## config.mk

```make
export PLATFORM = sky130hd
export DESIGN_NAME = conv_sched
export DESIGN_NICKNAME = d
export VERILOG_FILES = /design/src/rtl/conv_sched_pkg.sv /design/src/rtl/conv_pos_cnt.sv /design/src/rtl/conv_sched.sv
export SDC_FILE = /design/constraint.sdc
export NUM_CORES = 1
export LEC_CHECK = 0
export ABC_AREA = 0
export ABC_CLOCK_PERIOD_IN_PS = 4070
export CELL_PAD_IN_SITES_DETAIL_PLACEMENT = 0
export CELL_PAD_IN_SITES_GLOBAL_PLACEMENT = 2
export CORE_MARGIN = 10
export CORE_UTILIZATION = 31
export DETAILED_ROUTE_END_ITERATION = 12
export PLACE_DENSITY_LB_ADDON = 0.1
export SKIP_CTS_REPAIR_TIMING = 1
export SKIP_LAST_GASP = 1
export SYNTH_ARGS = -nofsm -noshare
export SYNTH_HDL_FRONTEND = slang
export SYNTH_SLANG_ARGS = --single-unit
```

## constraint.sdc

```tcl
create_clock -name clk -period 4.07 [get_ports clk]
set_input_delay 0.6105 -clock clk [delete_from_list [all_inputs] [get_ports clk]]
set_output_delay 0.6105 -clock clk [all_outputs]
set_load 0.1 [all_outputs]
```

## src/rtl/conv_sched_pkg.sv

```systemverilog
// conv_pkg: shared types and defaults for the convolution scheduler.
//   - FSM state enum
//   - default image geometry and engine latency
//   - pixel / result / position widths
package conv_pkg;

  typedef enum logic [1:0] {
    IDLE  = 2'd0,
    FEED  = 2'd1,
    DRAIN = 2'd2,
    FIN   = 2'd3
  } state_t;

  localparam int IMG_W_DEF   = 28;
  localparam int IMG_H_DEF   = 28;
  localparam int ENG_LAT_DEF = 4;

  localparam int PIX_W  = 16;
  localparam int RES_W  = 32;
  localparam int POS_W  = 5;
  localparam int SLOT_W = 2;
  localparam int RCNT_W = 10;

endpackage

```

## src/rtl/conv_pos_cnt.sv

```systemverilog
// conv_pos_cnt: input-side pixel position tracker.
//   clk, reset : clock, async active-high reset
//   clr        : restart at position (0,0,0)
//   adv        : one pixel accepted, step the position
//   row        : pixel position within the current line, 0..IMG_W-1
//   slot       : line-buffer slot, line index mod 3
//   last       : current position is the final pixel of the frame
module conv_pos_cnt
  import conv_pkg::*;
#(
  parameter int IMG_W = IMG_W_DEF,
  parameter int IMG_H = IMG_H_DEF
)(
  input  logic              clk,
  input  logic              reset,
  input  logic              clr,
  input  logic              adv,
  output logic [POS_W-1:0]  row,
  output logic [SLOT_W-1:0] slot,
  output logic              last
);

  localparam logic [POS_W-1:0]  ROW_LAST  = POS_W'(IMG_W - 1);
  localparam logic [POS_W-1:0]  LINE_LAST = POS_W'(IMG_H - 1);
  localparam logic [SLOT_W-1:0] SLOT_LAST = SLOT_W'(2);

  logic [POS_W-1:0] line;

  assign last = (row == ROW_LAST) && (line == LINE_LAST);

  always_ff @(posedge clk or posedge reset) begin
    if (reset) begin
      row  <= '0;
      slot <= '0;
      line <= '0;
    end else if (clr) begin
      row  <= '0;
      slot <= '0;
      line <= '0;
    end else if (adv) begin
      if (row == ROW_LAST) begin
        row  <= '0;
        slot <= (slot == SLOT_LAST) ? '0 : slot + SLOT_W'(1);
        line <= (line == LINE_LAST) ? '0 : line + POS_W'(1);
      end else begin
        row <= row + POS_W'(1);
      end
    end
  end

endmodule

```

## src/rtl/conv_sched.sv

```systemverilog
// conv_sched: frame scheduler between a pixel source and a 3x3 conv engine.
//   clk, reset          : clock, async active-high reset
//   start, abort        : one-cycle frame control pulses
//   src_data/valid/ready: pixel stream in
//   eng_data/row/col/rdata : registered pixel + position to the engine
//   eng_result, eng_fin : engine result stream in
//   res_data/valid/x/y  : forwarded result with its output coordinates
//   busy, done, err     : frame status (err sticky until reset or start)
// Optional build macro CONV_SCHED_PERF_EN adds stall_cnt and frame_cycles.
module conv_sched
  import conv_pkg::*;
#(
  parameter int IMG_W     = IMG_W_DEF,
  parameter int IMG_H     = IMG_H_DEF,
  parameter int ENG_LAT   = ENG_LAT_DEF,
  parameter int DRAIN_MAX = 15
)(
  input  logic              clk,
  input  logic              reset,
  input  logic              start,
  input  logic              abort,
  input  logic [PIX_W-1:0]  src_data,
  input  logic              src_valid,
  output logic              src_ready,
  output logic [PIX_W-1:0]  eng_data,
  output logic [POS_W-1:0]  eng_row,
  output logic [SLOT_W-1:0] eng_col,
  output logic              eng_rdata,
  input  logic [RES_W-1:0]  eng_result,
  input  logic              eng_fin,
  output logic [RES_W-1:0]  res_data,
  output logic              res_valid,
  output logic [POS_W-1:0]  res_x,
  output logic [POS_W-1:0]  res_y,
  output logic              busy,
  output logic              done,
  output logic              err
`ifdef CONV_SCHED_PERF_EN
  ,
  output logic [15:0]       stall_cnt,
  output logic [15:0]       frame_cycles
`endif
);

  localparam logic [RCNT_W-1:0] RES_EXP = RCNT_W'((IMG_W - 2) * (IMG_H - 2));
  localparam logic [POS_W-1:0]  RX_LAST = POS_W'(IMG_W - 3);
  // Drain timer has headroom for the engine pipeline on top of the window.
  localparam int                DRN_W   = $clog2(DRAIN_MAX + ENG_LAT + 2);
  localparam logic [DRN_W-1:0]  DRN_LIM = DRN_W'(DRAIN_MAX);

  state_t state, nstate;

  logic [POS_W-1:0]  row;
  logic [SLOT_W-1:0] slot;
  logic              pos_last;
  logic [POS_W-1:0]  rx, ry;
  logic [RCNT_W-1:0] res_cnt;
  logic [DRN_W-1:0]  drain_cnt;

  logic accept, last_pix, frame_go, fin_live, res_last, timeout;

  assign frame_go = (state == IDLE) && start;
  assign accept   = src_valid && src_ready;
  assign last_pix = accept && pos_last;
  // abort suppresses any result in its cycle, including the final one
  assign fin_live = eng_fin && busy && !abort && (res_cnt < RES_EXP);
  assign res_last = fin_live && (res_cnt == RES_EXP - RCNT_W'(1));
  // fires on the (DRAIN_MAX+1)-th consecutive clock without eng_fin
  assign timeout  = (state == DRAIN) && !eng_fin && !abort && (drain_cnt == DRN_LIM);

  conv_pos_cnt #(.IMG_W(IMG_W), .IMG_H(IMG_H)) u_pos (
    .clk   (clk),
    .reset (reset),
    .clr   (frame_go),
    .adv   (accept),
    .row   (row),
    .slot  (slot),
    .last  (pos_last)
  );

  // FSM: state register
  always_ff @(posedge clk or posedge reset) begin
    if (reset) state <= IDLE;
    else       state <= nstate;
  end

  // FSM: next state
  always_comb begin
    nstate = state;
    case (state)
      IDLE:  if (start) nstate = FEED;
      FEED:  if (abort)         nstate = IDLE;
             else if (res_last) nstate = FIN;
             else if (last_pix) nstate = DRAIN;
      DRAIN: if (abort)                    nstate = IDLE;
             else if (res_last || timeout) nstate = FIN;
      FIN:   nstate = IDLE;
      default: nstate = IDLE;
    endcase
  end

  // FSM: outputs
  always_comb begin
    src_ready = (state == FEED);
    busy      = (state == FEED) || (state == DRAIN);
    done      = (state == FIN);
  end

  // Engine-side pixel register: holds through stalls
  always_ff @(posedge clk or posedge reset) begin
    if (reset) begin
      eng_data  <= '0;
      eng_row   <= '0;
      eng_col   <= '0;
      eng_rdata <= 1'b0;
    end else begin
      eng_rdata <= accept;
      if (accept) begin
        eng_data <= src_data;
        eng_row  <= row;
        eng_col  <= slot;
      end
    end
  end

  // Result forwarding and output coordinates
  always_ff @(posedge clk or posedge reset) begin
    if (reset) begin
      res_data  <= '0;
      res_valid <= 1'b0;
      res_x     <= '0;
      res_y     <= '0;
      rx        <= '0;
      ry        <= '0;
      res_cnt   <= '0;
    end else begin
      res_valid <= fin_live;
      if (frame_go) begin
        res_x   <= '0;
        res_y   <= '0;
        rx      <= '0;
        ry      <= '0;
        res_cnt <= '0;
      end else if (fin_live) begin
        res_data <= eng_result;
        res_x    <= rx;
        res_y    <= ry;
        res_cnt  <= res_cnt + RCNT_W'(1);
        if (rx == RX_LAST) begin
          rx <= '0;
          ry <= ry + POS_W'(1);
        end else begin
          rx <= rx + POS_W'(1);
        end
      end
    end
  end

  // Drain watchdog and sticky error
  always_ff @(posedge clk or posedge reset) begin
    if (reset) begin
      drain_cnt <= '0;
      err       <= 1'b0;
    end else begin
      if (state != DRAIN || eng_fin)  drain_cnt <= '0;
      else if (drain_cnt != DRN_LIM)  drain_cnt <= drain_cnt + DRN_W'(1);
      if (frame_go)     err <= 1'b0;
      else if (timeout) err <= 1'b1;
    end
  end

`ifdef CONV_SCHED_PERF_EN
  always_ff @(posedge clk or posedge reset) begin
    if (reset) begin
      stall_cnt    <= '0;
      frame_cycles <= '0;
    end else if (frame_go) begin
      stall_cnt    <= '0;
      frame_cycles <= '0;
    end else begin
      if (state == FEED && !src_valid && stall_cnt != 16'hFFFF)
        stall_cnt <= stall_cnt + 16'd1;
      if (state != IDLE && frame_cycles != 16'hFFFF)
        frame_cycles <= frame_cycles + 16'd1;
    end
  end
`endif

endmodule

```

==> reports/results.tsv, run 1 <==
metric	value	unit
status	finished clean	
hold_viol_final	0	
ant_nets	0	
hold_class	flip-flop to flip-flop	
ios	125	
synthCells	403	
worst_ep_required_time	3.46	ns
synth.distinct_cells	48	
path_class	flip-flop to primary output	
max_slew_margin	28.9	%
met1_length	5.01	mm
crit_path_end_kind	primary output	
dr_wl_met3	839	um
dp_cells	724	
grt_first_pass_wirelength	19.8	mm
cts_tree	built	
final_cells	740	
yosys.area.top_type_share	55.4	%
core-area	15300	um^2
drt_wl_total	12.1	mm
num_rows	45	
cap_viol_max_count	0	
clkTransAtPathRegs	0.07	ns
worstReg2RegEnd	res_data[7]$_DFFE_PP0P_	
die_area	21000	um^2
synthMostInstantiatedCell	dfrtp_1	
finalMaxSlewViolations	0	
clk_latency	0.34	ns
cts_max_path_buffers	2	
whs_path_depth	2	
synth_edf_count	0	
cts.sinks	107	
fin_skew	0.00813	ns
routedWlPerCell	16.4	um
ys_seq_area_share	55.4	%
holdPathEnd	eng_row[3]$_DFFE_PP0P_	
met2_length	6.14	mm
via_per_inst	4.55	
worstPathArrival	2.43	ns
drt-initial-drc-count	189	
synth_top_cell_by_area	dfrtp_1	
setup_violations	0	
r2r_setup_slack	1.35	ns
die_y	145	um
reg2reg_depth	8	
path_max_fanout	6	
rr_startpoint	state[1]$_DFFE_PP0P_	
fmax	329	MHz
io_buffers	124	
hp-start	eng_row[3]$_DFFE_PP0P_	
gp_congestion	0.748	
grt_max_degree	87	
grt_remaining_overflow	0	
first_global_vias	3580	
cp-start-kind	flip-flop	
async_reset_ff_share	100	%
min_period	3.04	ns
ys_seq_elements	107	
cts_root_buf	clkbuf_16	
htree_levels	3	
numCtsBuffers	9	
firstDrtPassIters	4	
num_vias	3369	
synthTopCellsByArea	dfrtp_1 55%, mux2_4 9.3%, mux2_2 5.6%	
worst_slew_pin_slew	1.07	ns
yosys_warnings	0	
diodes	0	
grt_use_total	12.0	%
whs	0.491	ns
yosys-top-cells-count	107 x dfrtp_1, 44 x nand2_1, 33 x nor2_1	
start_util	31.7	%
synth_area	4830	um^2
final_nets	591	
rsz0062_at_grt	false	
die_w	145	um
routed.top_layer	met4	
layout-drive-gt1-share	14.9	%
drcViolationCount	0	
synthToLayoutAreaGrowth	35.5	%
post-dp-hpwl	8.74	mm
avgSynthCellArea	12.0	um^2
final.period_utilization	74.6	%
synth_ff_type	dfrtp_1	
fin_setup_tns	0	ns
antenna_found_initial	0	
syn_nets	470	
-- worst max-delay path by stage --
stage	end	startpoint	depth (start not counted)
6_report	src_ready	state[1]$_DFFE_PP0P_	3
4_1_cts	src_ready	state[1]$_DFFE_PP0P_	3
3_3_place_gp	res_data[11]$_DFFE_PP0P_	abort	7
2_1_floorplan	drain_cnt[0]$_DFFE_PP0P_	reset	1
3_5_place_dp	res_data[5]$_DFFE_PP0P_	abort	7
5_1_grt	src_ready	state[1]$_DFFE_PP0P_	3
-- final cells by class --
| cell class | instances | area [um^2] |
|---|---|---|
| clock buffer | 12 | 236 |
| fill | 1468 | 8710 |
| multi-input combinational | 272 | 2020 |
| inverter | 7 | 31.3 |
| timing repair buffer | 127 | 1260 |
| clock inverter | 4 | 51.3 |
| tap | 211 | 264 |
| sequential | 107 | 2680 |
-- layout by cell type (no fill, tap or decap), types with 9 or more instances in the layout --
cell             synthesis  layout
nor2_1                  33      33
o21ai_0                  9       9
clkbuf_16                0       9
nand3_1                 12      12
nand2_1                 44      44
dfrtp_1                107     107
mux2_4                  30      30
ha_1                    13      13
xor2_1                  10      10
mux2_2                  24      24
a21oi_1                 32      32
clkdlybuf4s50_1          0     124
-- critical path: stages (launching register included) --
cell and delay (ns):
dfrtp_1 0.42, inv_1 0.12, ha_1 0.34, clkdlybuf4s50_1 1.20
-- layer usage --
layer	up-vias	GRT usage [%]
met2	70	20.0
met5	-	0
met4	0	3.09
li1	1636	-
met1	1655	14.2
met3	8	4.37
-- stage by stage --
stage	setup WS [ns]	util, %	cell area, um^2
final	1.03	42.9	6550
after CTS	0.990	42.9	6550
after global routing	0.915	42.9	6550
after floorplan	0.642	-	4830
after detailed placement	0.926	41.0	6260
after global placement	0.993	41.0	6260
-- logic make-up (layout without fill, tap and decap cells) --
kind of cell / count (synthesis) / after routing / share of synthesized area [%]
simple gates: 139 / 139 / 14.8
flops: 107 / 107 / 55.4
buf+inv: 24 / 150 / 2.69
compound gates: 51 / 51 / 6.03
xor+xnor: 12 / 12 / 2.18
mux: 57 / 57 / 15.5
fa+ha+maj: 13 / 13 / 3.37
-- registers in the layout, summed over array words and instances, names as in the netlist --
signal      count
drain_cnt       5
eng_col         2
state           2
eng_data       16
eng_rdata       1
res_data       32
err             1
ry              5
res_valid       1
rx              5
res_y           5
eng_row         5
u_pos.row       5
u_pos.slot      2
res_x           5
u_pos.line      5
res_cnt        10
Power of run 1 is left out: the tool's default activity adds up to more than one toggle a clock period on the data nets, which glitch-free logic cannot reach.
==> run 2: changes to the inputs <==
--- a/config.mk
+++ b/config.mk
@@ -6,7 +6,7 @@
 export NUM_CORES = 1
 export LEC_CHECK = 0
 export ABC_AREA = 0
-export ABC_CLOCK_PERIOD_IN_PS = 4070
+export ABC_CLOCK_PERIOD_IN_PS = 3190
 export CELL_PAD_IN_SITES_DETAIL_PLACEMENT = 0
 export CELL_PAD_IN_SITES_GLOBAL_PLACEMENT = 2
 export CORE_MARGIN = 10
==> constraint.sdc (replaced) <==
create_clock -name clk -period 3.19 [get_ports clk]
set_input_delay 0.4785 -clock clk [delete_from_list [all_inputs] [get_ports clk]]
set_output_delay 0.4785 -clock clk [all_outputs]
set_load 0.1 [all_outputs]
==> run 2 against run 1 <==
Clock-buffer cell count is 2 lower. Wire length up 0.37%. First-iteration DRC count fell by 44%. Utilization decreased by 0.86 points.
==> reports/results.tsv, run 2 (synthesized netlist as in run 1, its figures left out) <==
metric	value	unit	change
final.period_utilization	72.7	%	
routedWlPerCell	16.4	um	+0.10%
drt_wl_total	12.2	mm	+0.37%
path_cells	clkdlybuf4s50_1		
fin_setup_tns	0	ns	unchanged
worst_ep_required_time	2.71	ns	-0.75 ns
fmax	431	MHz	
cts.sinks	107		unchanged
worst_slew_pin_slew	0.986	ns	-0.0809 ns
grt_util_met2	19.6	%	-0.41 points
max_slew_margin	34.1	%	+5.2 points
hold_class	flip-flop to flip-flop		
path_max_fanout	2		-4
first_global_vias	3546		-0.95%
path_class	flip-flop to primary output		
fin_skew	0.00671	ns	-0.00143 ns
cp-start-kind	flip-flop		
layout-drive-gt1-share	28.8	%	+14 points
top_regs	res_data x32, eng_data x16, res_cnt x10		
grt_first_pass_wirelength	19.1	mm	-3.7%
hold_viol_final	0		unchanged
via_per_inst	4.59		+0.80%
start_util	31.7	%	unchanged
firstDrtPassIters	7		+3
ios	125		unchanged
max_stage_delay	1.15	ns	-0.05 ns
critPathTopFamily	buffers and inverters		
gp_congestion	0.731		-2.3%
cts_root_buf	clkbuf_16		
placed_cell_area	6120	um^2	-2.2%
status	finished clean		
grt_remaining_overflow	0		unchanged
clkTransAtPathRegs	0.07	ns	about the same
num_vias	3405		+1.1%
finalMaxSlewViolations	0		unchanged
rsz0062_at_grt	false		
core-area	15300	um^2	unchanged
die_w	145	um	unchanged
htree_levels	3		unchanged
final_cell_mix	107 x dfrtp_1, 74 x buf_4, 55 x clkdlybuf4s50_1		
busiest_layer	met2		
layout_commonest_cell	dfrtp_1		
final_nets	594		+0.51%
drt-initial-drc-count	106		-44%
drcViolationCount	0		unchanged
grt_use_total	11.6	%	-0.42 points
post-dp-hpwl	8.65	mm	-0.97%
min_period	2.32	ns	
num_rows	45		unchanged
largest_reg_flops	32		unchanged
design_area	6420	um^2	-2.0%
setup_violations	0		unchanged
die_y	145	um	unchanged
cts_max_path_buffers	2		unchanged
use_met1	13.4	%	-0.81 points
grt_max_degree	78		-10%
clk_latency	0.35	ns	about the same
grtUsageMet3	4.14	%	-0.23 points
ant_nets	0		unchanged
numCtsBuffers	9		unchanged
io_buffers	124		unchanged
cts_tree	built		
top_register	res_data		
die_area	21000	um^2	unchanged
synthToLayoutAreaGrowth	32.8	%	
path_buf_inv	1		-1
slowest_stage	clkdlybuf4s50_1		
worstPathArrival	1.84	ns	-0.59 ns
cap_viol_max_count	0		unchanged
antenna_found_initial	0		unchanged
diodes	0		unchanged
crit_path_end_kind	primary output		
==> run 2: metal layers <==
layer  vias up  routed length, um
li1       1641                  -
met1      1689               5060
met2        67               6230
met3         8                750
met4         0                144
met5         -                  0
==> run 2: worst paths after layout <==
path / from / to / slack [ns] / depth (start not counted)
max in group asynchronous: reset / res_cnt[1]$_DFFE_PP0P_ / 2.26 / 3
worst min register to register: eng_row[3]$_DFFE_PP0P_ / eng_row[3]$_DFFE_PP0P_ / 0.50 / 2
worst max-delay path: eng_data[12]$_DFFE_PP0P_ / eng_data[12] / 0.87 / 1
worst max register to register: state[1]$_DFFE_PP0P_ / res_data[24]$_DFFE_PP0P_ / 0.91 / 8
worst min-delay path: eng_row[3]$_DFFE_PP0P_ / eng_row[3]$_DFFE_PP0P_ / 0.50 / 2
min in group asynchronous: reset / res_data[9]$_DFFE_PP0P_ / 0.61 / 3
==> run 2: final cells by class <==
type                    instances  area [um^2]
fillers                      1491         8840
well taps                     211          264
clock buffers                  10          239
repair buffers                130         1130
inverters                       7         32.5
clock inverters                 5         53.8
flip-flops and latches        107         2680
multi-input cells             272         2020
==> run 2: metrics by stage <==
stage | setup WS (ns) | hold WS, ns | util [%] | instances
2_1_floorplan | 0.612 | 0.480 | - | 403
3_3_place_gp | 0.642 | 0.465 | 40.1 | 727
3_5_place_dp | 0.569 | 0.475 | 40.1 | 727
4_1_cts | 0.844 | 0.491 | 42.1 | 742
5_1_grt | 0.742 | 0.521 | 42.1 | 742
6_report | 0.871 | 0.495 | 42.1 | 742
Power of run 2 is left out for the same reason.
==> run 3: changes to the inputs <==
--- a/config.mk
+++ b/config.mk
@@ -6,11 +6,11 @@
 export NUM_CORES = 1
 export LEC_CHECK = 0
 export ABC_AREA = 0
-export ABC_CLOCK_PERIOD_IN_PS = 3190
+export ABC_CLOCK_PERIOD_IN_PS = 1900
 export CELL_PAD_IN_SITES_DETAIL_PLACEMENT = 0
 export CELL_PAD_IN_SITES_GLOBAL_PLACEMENT = 2
 export CORE_MARGIN = 10
-export CORE_UTILIZATION = 31
+export CORE_UTILIZATION = 28
 export DETAILED_ROUTE_END_ITERATION = 12
 export PLACE_DENSITY_LB_ADDON = 0.1
 export SKIP_CTS_REPAIR_TIMING = 1
==> constraint.sdc (replaced) <==
create_clock -name clk -period 1.9 [get_ports clk]
set_input_delay 0.285 -clock clk [delete_from_list [all_inputs] [get_ports clk]]
set_output_delay 0.285 -clock clk [all_outputs]
set_load 0.1 [all_outputs]
==> run 3 against run 2 <==
Critical path depth grew 8. Clock skew rose by 0.0016 ns. Sequential share of layout area shrank 2.5 points. Die area grew 9.2%. Design area rose by 6.4%. Via count is 3.5% higher. Critical path type is now flip-flop to flip-flop.
==> reports/results.tsv, run 3 (synthesized netlist as in run 1, its figures left out) <==
metric	value	unit	change
top_register	res_data		
reg2reg_depth	9		+1
gp_congestion	0.724		-1.0%
worst_ep_required_time	2.13	ns	-0.58 ns
start_util	28.8	%	-2.8 points
clkTransAtPathRegs	0.07	ns	about the same
core-area	16800	um^2	+9.8%
placed_cell_area	6420	um^2	+4.8%
ios	125		unchanged
r2r_setup_slack	0.03	ns	-0.88 ns
dp_cells	758		+4.3%
min_period	1.87	ns	
htree_levels	3		unchanged
cts_tree	built		
routedWlPerCell	16.4	um	+0.13%
antenna_found_initial	0		unchanged
rsz0062_at_grt	true		
slowest_stage	dfrtp_1		
path_buf_inv	3		+2
num_vias	3523		+3.5%
critPathTopFamily	flip-flops		
final.period_utilization	98.3	%	
path_cells	inv_2 -> ha_4 -> nand3b_1 -> a21oi_4 -> nand2_4 -> inv_6 -> nand2_8 -> clkbuf_16 -> mux2_4		
design_area	6830	um^2	+6.4%
rr_startpoint	state[0]$_DFFE_PP0P_		
worstReg2RegEnd	res_data[1]$_DFFE_PP0P_		
cp_num_cells	9		+8
top_regs	res_data x32, eng_data x16, res_cnt x10		
worst_slew_pin_slew	0.518	ns	-0.468 ns
cap_viol_max_count	0		unchanged
critPathLaunch	state[0]$_DFFE_PP0P_		
grt_first_pass_wirelength	20.2	mm	+5.9%
largest_reg_flops	32		unchanged
die_area	22900	um^2	+9.2%
first_global_vias	3792		+6.9%
cts_root_buf	clkbuf_16		
hold_viol_final	0		unchanged
max_stage_delay	0.37	ns	-0.78 ns
crit_path_end_kind	flip-flop		
io_buffers	124		unchanged
firstDrtPassIters	4		-3
die_y	151	um	+4.5%
crit_end	res_data[1]$_DFFE_PP0P_		
grt_remaining_overflow	0		unchanged
num_rows	47		+4.4%
clk_latency	0.35	ns	about the same
whs	0.369	ns	-0.126 ns
fmax	535	MHz	
post-dp-hpwl	9.44	mm	+9.2%
synthToLayoutAreaGrowth	41.3	%	
status	finished clean		
layout_commonest_cell	dfrtp_1		
grt_max_degree	92		+18%
finalMaxSlewViolations	0		unchanged
grt_use_total	11.1	%	-0.45 points
worstPathArrival	2.10	ns	+0.26 ns
path_max_fanout	8		+6
final_cell_mix	107 x dfrtp_1, 96 x buf_4, 53 x clkdlybuf4s50_1		
layout-drive-gt1-share	34.8	%	+6.0 points
cts_max_path_buffers	2		unchanged
ant_nets	0		unchanged
drt_wl_total	12.9	mm	+5.7%
max_slew_margin	65.5	%	+31 points
drt-initial-drc-count	104		-1.9%
nFillCells	1624		+8.9%
die_w	151	um	+4.5%
setup_violations	0		unchanged
cp-start-kind	flip-flop		
hold_class	primary input to async pin		
diodes	0		unchanged
final_cells	783		+5.5%
drcViolationCount	0		unchanged
path_class	flip-flop to flip-flop		
cts.sinks	107		unchanged
final_nets	625		+5.2%
via_per_inst	4.50		-2.0%
numCtsBuffers	9		unchanged
fin_skew	0.00826	ns	+0.00155 ns
-- run 3: cell count changes in the layout (fill, tap and decap cells not counted), moves of 3 or more --
| cell | change |
|---|---|
| buf_4 | +22 |
| buf_12 | +7 |
| ha_1 | -4 |
| a21oi_1 | -3 |
| a21oi_2 | +3 |
| clkbuf_1 | +3 |
-- run 3: area by class of cell --
cell class / count / area, um^2 / share of cell area, %
Clock buffer: 13 / 250 / 3.67
Tap cell: 220 / 275 / 4.03
Inverter: 7 / 35.0 / 0.513
Clock inverter: 3 / 22.5 / 0.330
Timing Repair Buffer: 161 / 1480 / 21.7
Sequential cell: 107 / 2680 / 39.2
Multi-Input combinational cell: 272 / 2080 / 30.5
-- run 3: per-layer routing --
metal / part of all wire [%] / wire length (um) / vias up / global-route usage [%]
met5: 0 / 0 / - / 0
met4: 0.96 / 123 / 0 / 2.89
met3: 5.2 / 665 / 6 / 3.58
met2: 54 / 6890 / 71 / 19.4
met1: 40 / 5190 / 1736 / 12.8
li1: - / - / 1710 / -
-- run 3: worst min path at each step --
stage,to,start,depth (start not counted),slack [ns]
3_3_place_gp,eng_row[3]$_DFFE_PP0P_,eng_row[3]$_DFFE_PP0P_,2,0.47
2_1_floorplan,res_data[0]$_DFFE_PP0P_,eng_result[0],1,0.43
6_report,eng_row[2]$_DFFE_PP0P_,reset,3,0.37
5_1_grt,eng_row[1]$_DFFE_PP0P_,reset,3,0.38
4_1_cts,eng_row[2]$_DFFE_PP0P_,reset,3,0.36
3_5_place_dp,eng_row[3]$_DFFE_PP0P_,eng_row[3]$_DFFE_PP0P_,2,0.47
-- run 3: through the flow --
| stage | setup TNS (ns) | setup WS (ns) | util (%) |
|---|---|---|---|
| 2_1_floorplan | -6.11 | -0.193 | - |
| 3_3_place_gp | -0.652 | -0.0239 | 38.3 |
| 3_5_place_dp | -1.35 | -0.0467 | 38.3 |
| 4_1_cts | 0 | 0.0260 | 39.9 |
| 5_1_grt | -1.22 | -0.120 | 40.7 |
| 6_report | 0 | 0.0321 | 40.7 |
-- run 3: tightest hold or removal path: stages --
cell and delay [ns]:
clkdlybuf4s50_1 0.45, clkinvlp_4 0.11, buf_4 0.24
Power of run 3 is left out for the same reason.
==> RTL change 1, RTL diff (config.mk and constraints of run 3) <==
Put one more register stage on the output `err`. The value now appears one clock later. The other outputs are not delayed to match.
--- a/src/rtl/conv_sched.sv
+++ b/src/rtl/conv_sched.sv
@@ -49,2 +49,4 @@
   localparam logic [DRN_W-1:0]  DRN_LIM = DRN_W'(DRAIN_MAX);
+
+  logic err_s0;
 
@@ -162,3 +164,3 @@
       drain_cnt <= '0;
-      err       <= 1'b0;
+      err_s0    <= 1'b0;
     end else begin
@@ -166,4 +168,4 @@
       else if (drain_cnt != DRN_LIM)  drain_cnt <= drain_cnt + DRN_W'(1);
-      if (frame_go)     err <= 1'b0;
-      else if (timeout) err <= 1'b1;
+      if (frame_go)     err_s0 <= 1'b0;
+      else if (timeout) err_s0 <= 1'b1;
     end
@@ -188,2 +190,6 @@
 
+  always_ff @(posedge clk) begin
+    err <= err_s0;
+  end
+
 endmodule
Function: same outputs for any inputs over 10 cycles, from zero or initial values and one cycle with reset high; that may be too few to reach the edited logic, so the function may still have changed.
==> RTL change 1 against run 3 <==
  * Clock skew up 0.0010 ns
  * Sequential share of layout area fell by 0.19 points
  * Final area increased by 1.2%
  * Die area is 0.36% higher
  * Synthesized cell count increased by 0.25%
  * Sequential cell count up 1
  * Global-route usage increased by 0.15 points
  * Count of clock-buffer cells in the layout decreased by 4
  * Routed wire length is 0.82% lower
  * Worst setup slack improved by 0.047 ns
  * Synthesized area increased by 0.41%
  * Critical endpoint is now ry[4]
Power is not shown: default switching activity piles up to over one toggle a cycle in this logic, so the estimate is an artifact.
==> RTL change 1: results (changes against run 3) <==
| Metric | Value |
|---|---|
| Netlist cell types | `49 (was 48)` |
| Number of global-route vias before repair | `3653 (was 3792)` |
| Worst slack, placed | `-0.0448 ns (was -0.0467 ns)` |
| Antenna diodes | `0 (unchanged)` |
| Critical Path Fanout Max | `4 (was 8)` |
| Syn nets | `471 (was 470)` |
| Clk_skew | `0.00930 ns (was 0.00826 ns)` |
| Initial DRC count | `129 (was 104)` |
| Critical Path AT | `roughly 2.1 ns` |
| Reg2reg start | `state[1] (was state[0])` |
| Final wirelength | `12800 um (was 12900 um)` |
| CTS HTree Levels | `3 (unchanged)` |
| Top cells by area, synth | `dfrtp_1, mux2_4, mux2_2 (unchanged)` |
| Detailed placement HPWL | `9630 um (was 9440 um)` |
| Largest net degree at the start of global routing | `35 (was 92)` |
| Worst R2R End | `ry[4] (was res_data[1])` |
| RD Place Congestion | `0.751 (was 0.724)` |
| Register area share after synthesis | `55.6% (was 55.4%)` |
| FFs w/ async S/R, synth | `99.1% (was 100%)` |
| Share of cells above drive strength 1 | `35.1% (was 34.8%)` |
| Nets | `629 (was 625)` |
| Worst Max-Slew Pin Slew | `0.516 ns (was 0.518 ns)` |
| GR Util All Layers | `11.3% (was 11.1%)` |
| Commonest cells in the netlist | `dfrtp_1, nand2_1, nor2_1, a21oi_1, mux2_4 (unchanged)` |
| Clock Latency Late Sink | `0.36 ns` |
| Final Hold Viols | `0 (unchanged)` |
| Outcome | `finished clean (unchanged)` |
| R2R cell count | `8 (was 9)` |
| Global-route wire length before repair | `20400 um (was 20200 um)` |
| Pre-antenna DRT Iters | `4 (unchanged)` |
| Main synth FF type | `dfrtp_1 (unchanged)` |
| Crit share post-route | `95.8% (was 98.3%)` |
| Reg2reg setup slack | `0.08 ns (was 0.03 ns)` |
| Avg Vias per Cell | `4.41 (was 4.50)` |
## RTL change 1: layout make-up
class	instances	area [um2]
well taps	225	282
repair buffers	164	1490
flip-flops and latches	108	2700
multi-input cells	272	2070
inverters	7	35.0
clock buffers	9	225
fillers	1684	10200
clock inverters	7	111
## RTL change 1: how the worst max path moves through the flow
stage,to,depth (start not counted)
floorplan,res_data[0],9
global placement,res_data[0],8
detailed placement,state[0],8
CTS,state[1],9
global route,ry[4],8
finish,ry[4],8
## RTL change 1: layer usage
layer / wire [um] / global-route usage (%)
met4: 238 / 4.67
met5: 0 / 0
met1: 5360 / 14.0
met3: 618 / 2.70
met2: 6550 / 18.4
## RTL change 1: cell families after synthesis
family                   after synthesis  synth area share [%]
AND/OR/NAND/NOR                      139                  14.7
flip-flops                           108                  55.6
multiplexers                          57                  15.5
AO/OA/AOI/OAI                         51                  6.01
buffers and inverters                 24                  2.68
adder cells (fa/ha/maj)               13                  3.35
XOR/XNOR                              12                  2.17
## RTL change 1: worst max-delay path: stages, from the launching register on
cell      delay (ns)
dfrtp_1         0.37
inv_2           0.06
ha_4            0.26
nand3b_1        0.12
a21oi_4         0.19
buf_6           0.13
nand4_1         0.13
or3_1           0.38
a21oi_1         0.12
## RTL change 1: metrics by stage
step           hold WS (ns)  cell area, um2  setup TNS, ns  cells
5_1_grt               0.329            6910       -0.00896    792
3_5_place_dp          0.370            6530         -0.368    772
2_1_floorplan         0.348            4900          -6.11    404
3_3_place_gp          0.367            6530         -0.644    772
4_1_cts               0.331            6860              0    788
6_report              0.317            6910              0    792
==> RTL change 2, RTL diff (config.mk and constraints of run 3) <==
Without the edit above. Change the package constant `RCNT_W` from 10 to 20.
--- a/src/rtl/conv_sched_pkg.sv
+++ b/src/rtl/conv_sched_pkg.sv
@@ -21,3 +21,3 @@
   localparam int SLOT_W = 2;
-  localparam int RCNT_W = 10;
+  localparam int RCNT_W = 20;
 
Formal check against the unedited RTL: no difference found for any inputs over 10 cycles, from zero or initial values and one cycle with reset high; that may be too few to reach the edited logic, so the function may still have changed.
==> RTL change 2 against run 3 <==
  * The flow now finishes with violations (negative setup slack)
  * Routed wire length is 16% higher
  * Final area is 13% higher
  * Worst setup slack got worse by 0.22 ns
  * Sequential share of layout area shrank 1.4 points
  * Via count grew 16%
  * Synthesized area is 6.0% higher
  * Die area up 5.2%
  * Sequential cell count increased by 10
  * Largest cell class unchanged
==> RTL change 2: results (changes against run 3) <==
| Metric | Value |
|---|---|
| Outcome | `finished, violations left (was finished clean)` |
| Failing checks | `negative setup slack` |
| Clock Tree Root | `clkbuf_16 (unchanged)` |
| Commonest cells in the netlist | `dfrtp_1, mux2_2, a21oi_1, nor2_1, nand3_1 (was dfrtp_1, nand2_1, nor2_1, a21oi_1, mux2_4)` |
| Inserted Clock Buffers | `17 (was 9)` |
| Switch share | `between 50% and 60%` |
| VDD IR max | `roughly 1.9 mV` |
| Reported leakage power | `between 3 and 4 nW` |
| Clock Latency Late Sink | `0.41 ns (was 0.35 ns)` |
| Critical Path AT | `2.43 ns (was 2.10 ns)` |
| Register area share after synthesis | `57.2% (was 55.4%)` |
| Number of global-route vias before repair | `4327 (was 3792)` |
| Critical Path Fanout Max | `9 (was 8)` |
| Critical Path Max Stage Delay | `0.47 ns (was 0.37 ns)` |
| Netlist cell types | `48 (unchanged)` |
| Avg Vias per Cell | `4.75 (was 4.50)` |
| Final Hold Viols | `0 (unchanged)` |
| GR Util All Layers | `12.1% (was 11.1%)` |
| Fill count | `1705 (was 1624)` |
| Clk buf depth | `2 (unchanged)` |
| Port Buf Inserts | `124 (unchanged)` |
| Clk_skew | `0.00972 ns (was 0.00826 ns)` |
| Synth warn | `0 (unchanged)` |
| Antenna diodes | `0 (unchanged)` |
| Pre-antenna DRT Iters | `4 (unchanged)` |
| Clock-pin slew on the worst setup and hold paths | `0.06 ns` |
| Hold Path Class | `in2async (unchanged)` |
| Final wirelength | `14900 um (was 12900 um)` |
| Final setup fails | `53 (was 0)` |
| Top cells by area, synth | `dfrtp_1, mux2_2, a21oi_1 (was dfrtp_1, mux2_4, mux2_2)` |
| RD Place Congestion | `0.729 (was 0.724)` |
| Detailed placement HPWL | `10300 um (was 9440 um)` |
| Setup ws final | `-0.191 ns (was 0.0321 ns)` |
| Initial DRC count | `161 (was 104)` |
| Largest net degree at the start of global routing | `102 (was 92)` |
| Main synth FF type | `dfrtp_1 (unchanged)` |
| CTS HTree Levels | `4 (was 3)` |
| Antenna violations before repair | `0 (unchanged)` |
| CP max stage cell | `or3_4 (was dfrtp_1)` |
| Worst Max-Slew Pin Slew | `0.548 ns (was 0.518 ns)` |
| Placed inst area | `6940 um2 (was 6420 um2)` |
| Largest regs | `res_data x32, res_cnt x20, eng_data x16 (was res_data x32, eng_data x16, res_cnt x10)` |
| Nets | `686 (was 625)` |
| Global-route wire length before repair | `23400 um (was 20200 um)` |
| FFs w/ async S/R, synth | `100% (unchanged)` |
| Crit-path leading delay family | `simple AND/OR/NAND/NOR gates (was flip-flops)` |
| Area share of the largest cell type after synthesis | `57.2% (was 55.4%)` |
| Worst slack, placed | `-0.328 ns (was -0.0467 ns)` |
| Share of cells above drive strength 1 | `39.8% (was 34.8%)` |
| Syn nets | `509 (was 470)` |
## RTL change 2: cell count changes after synthesis, moves of 11 or more
| cell | delta |
|---|---|
| mux2_4 | -30 |
| mux2_2 | +28 |
| nand2_1 | -23 |
| clkbuf_1 | +11 |
## RTL change 2: per-stage QoR
step	utilization, %	instances	hold slack [ns]	TNS [ns]
detailed placement	38.6	821	0.471	-10.89
finish	43.1	860	0.307	-5.63
global route	43.1	860	0.317	-12.98
floorplan	-	442	0.434	-29.47
CTS	41.9	852	0.296	-7.99
global placement	38.6	821	0.464	-10.39
## RTL change 2: worst min-delay path: cells and delay by family
kind     cells  cell delay [ns]
buf+inv      3             0.79
## RTL change 2: layout make-up
type / instances / share of cell area [%]
clock buffers: 22 / 6.26
clock inverters: 9 / 1.31
inverters: 11 / 0.582
multi-input cells: 290 / 29.3
flip-flops and latches: 117 / 37.8
well taps: 229 / 3.70
repair buffers: 182 / 21.0
## RTL change 2: final timing paths
path | start | to | slack, ns | cells past startpoint
min in group clk | res_cnt[13] | res_cnt[13] | 0.48 | 1
hold reg to reg | res_cnt[13] | res_cnt[13] | 0.48 | 1
hold / removal | reset | res_data[26] | 0.31 | 3
max in group asynchronous | reset | res_valid | 1.07 | 3
setup / recovery | res_cnt[15] | ry[2] | -0.19 | 6
setup reg to reg | res_cnt[15] | ry[2] | -0.19 | 6
## RTL change 2: metal layers
metal / GRT usage, % / part of all wire, % / vias to the layer above
met5: 0 / 0 / -
li1: - / - / 1954
met1: 14.4 / 43 / 2025
met3: 3.67 / 5.0 / 19
met2: 19.9 / 50 / 83
met4: 4.86 / 1.9 / 0
## RTL change 2: logic make-up (layout without fill, tap and decap cells)
family | after synthesis | in the layout | share of synthesized area [%]
fa+ha+maj | 13 | 13 | 3.18
xor+xnor | 3 | 3 | 0.513
mux | 59 | 59 | 12.8
simple gates | 136 | 136 | 14.3
buf+inv | 35 | 224 | 2.81
compound gates | 79 | 79 | 9.21
flops | 117 | 117 | 57.2
## RTL change 2: power groups by stage
stage | registers [W] | logic (W) | clock network (W)
floorplan | 0.00769 | 0.00180 | 0
global placement | 0.00351 | 0.00796 | 0
detailed placement | 0.00354 | 0.00800 | 0
CTS | 0.00349 | 0.00801 | 0.00327
global route | 0.00358 | 0.00838 | 0.00339
finish | 0.00349 | 0.00806 | 0.00317
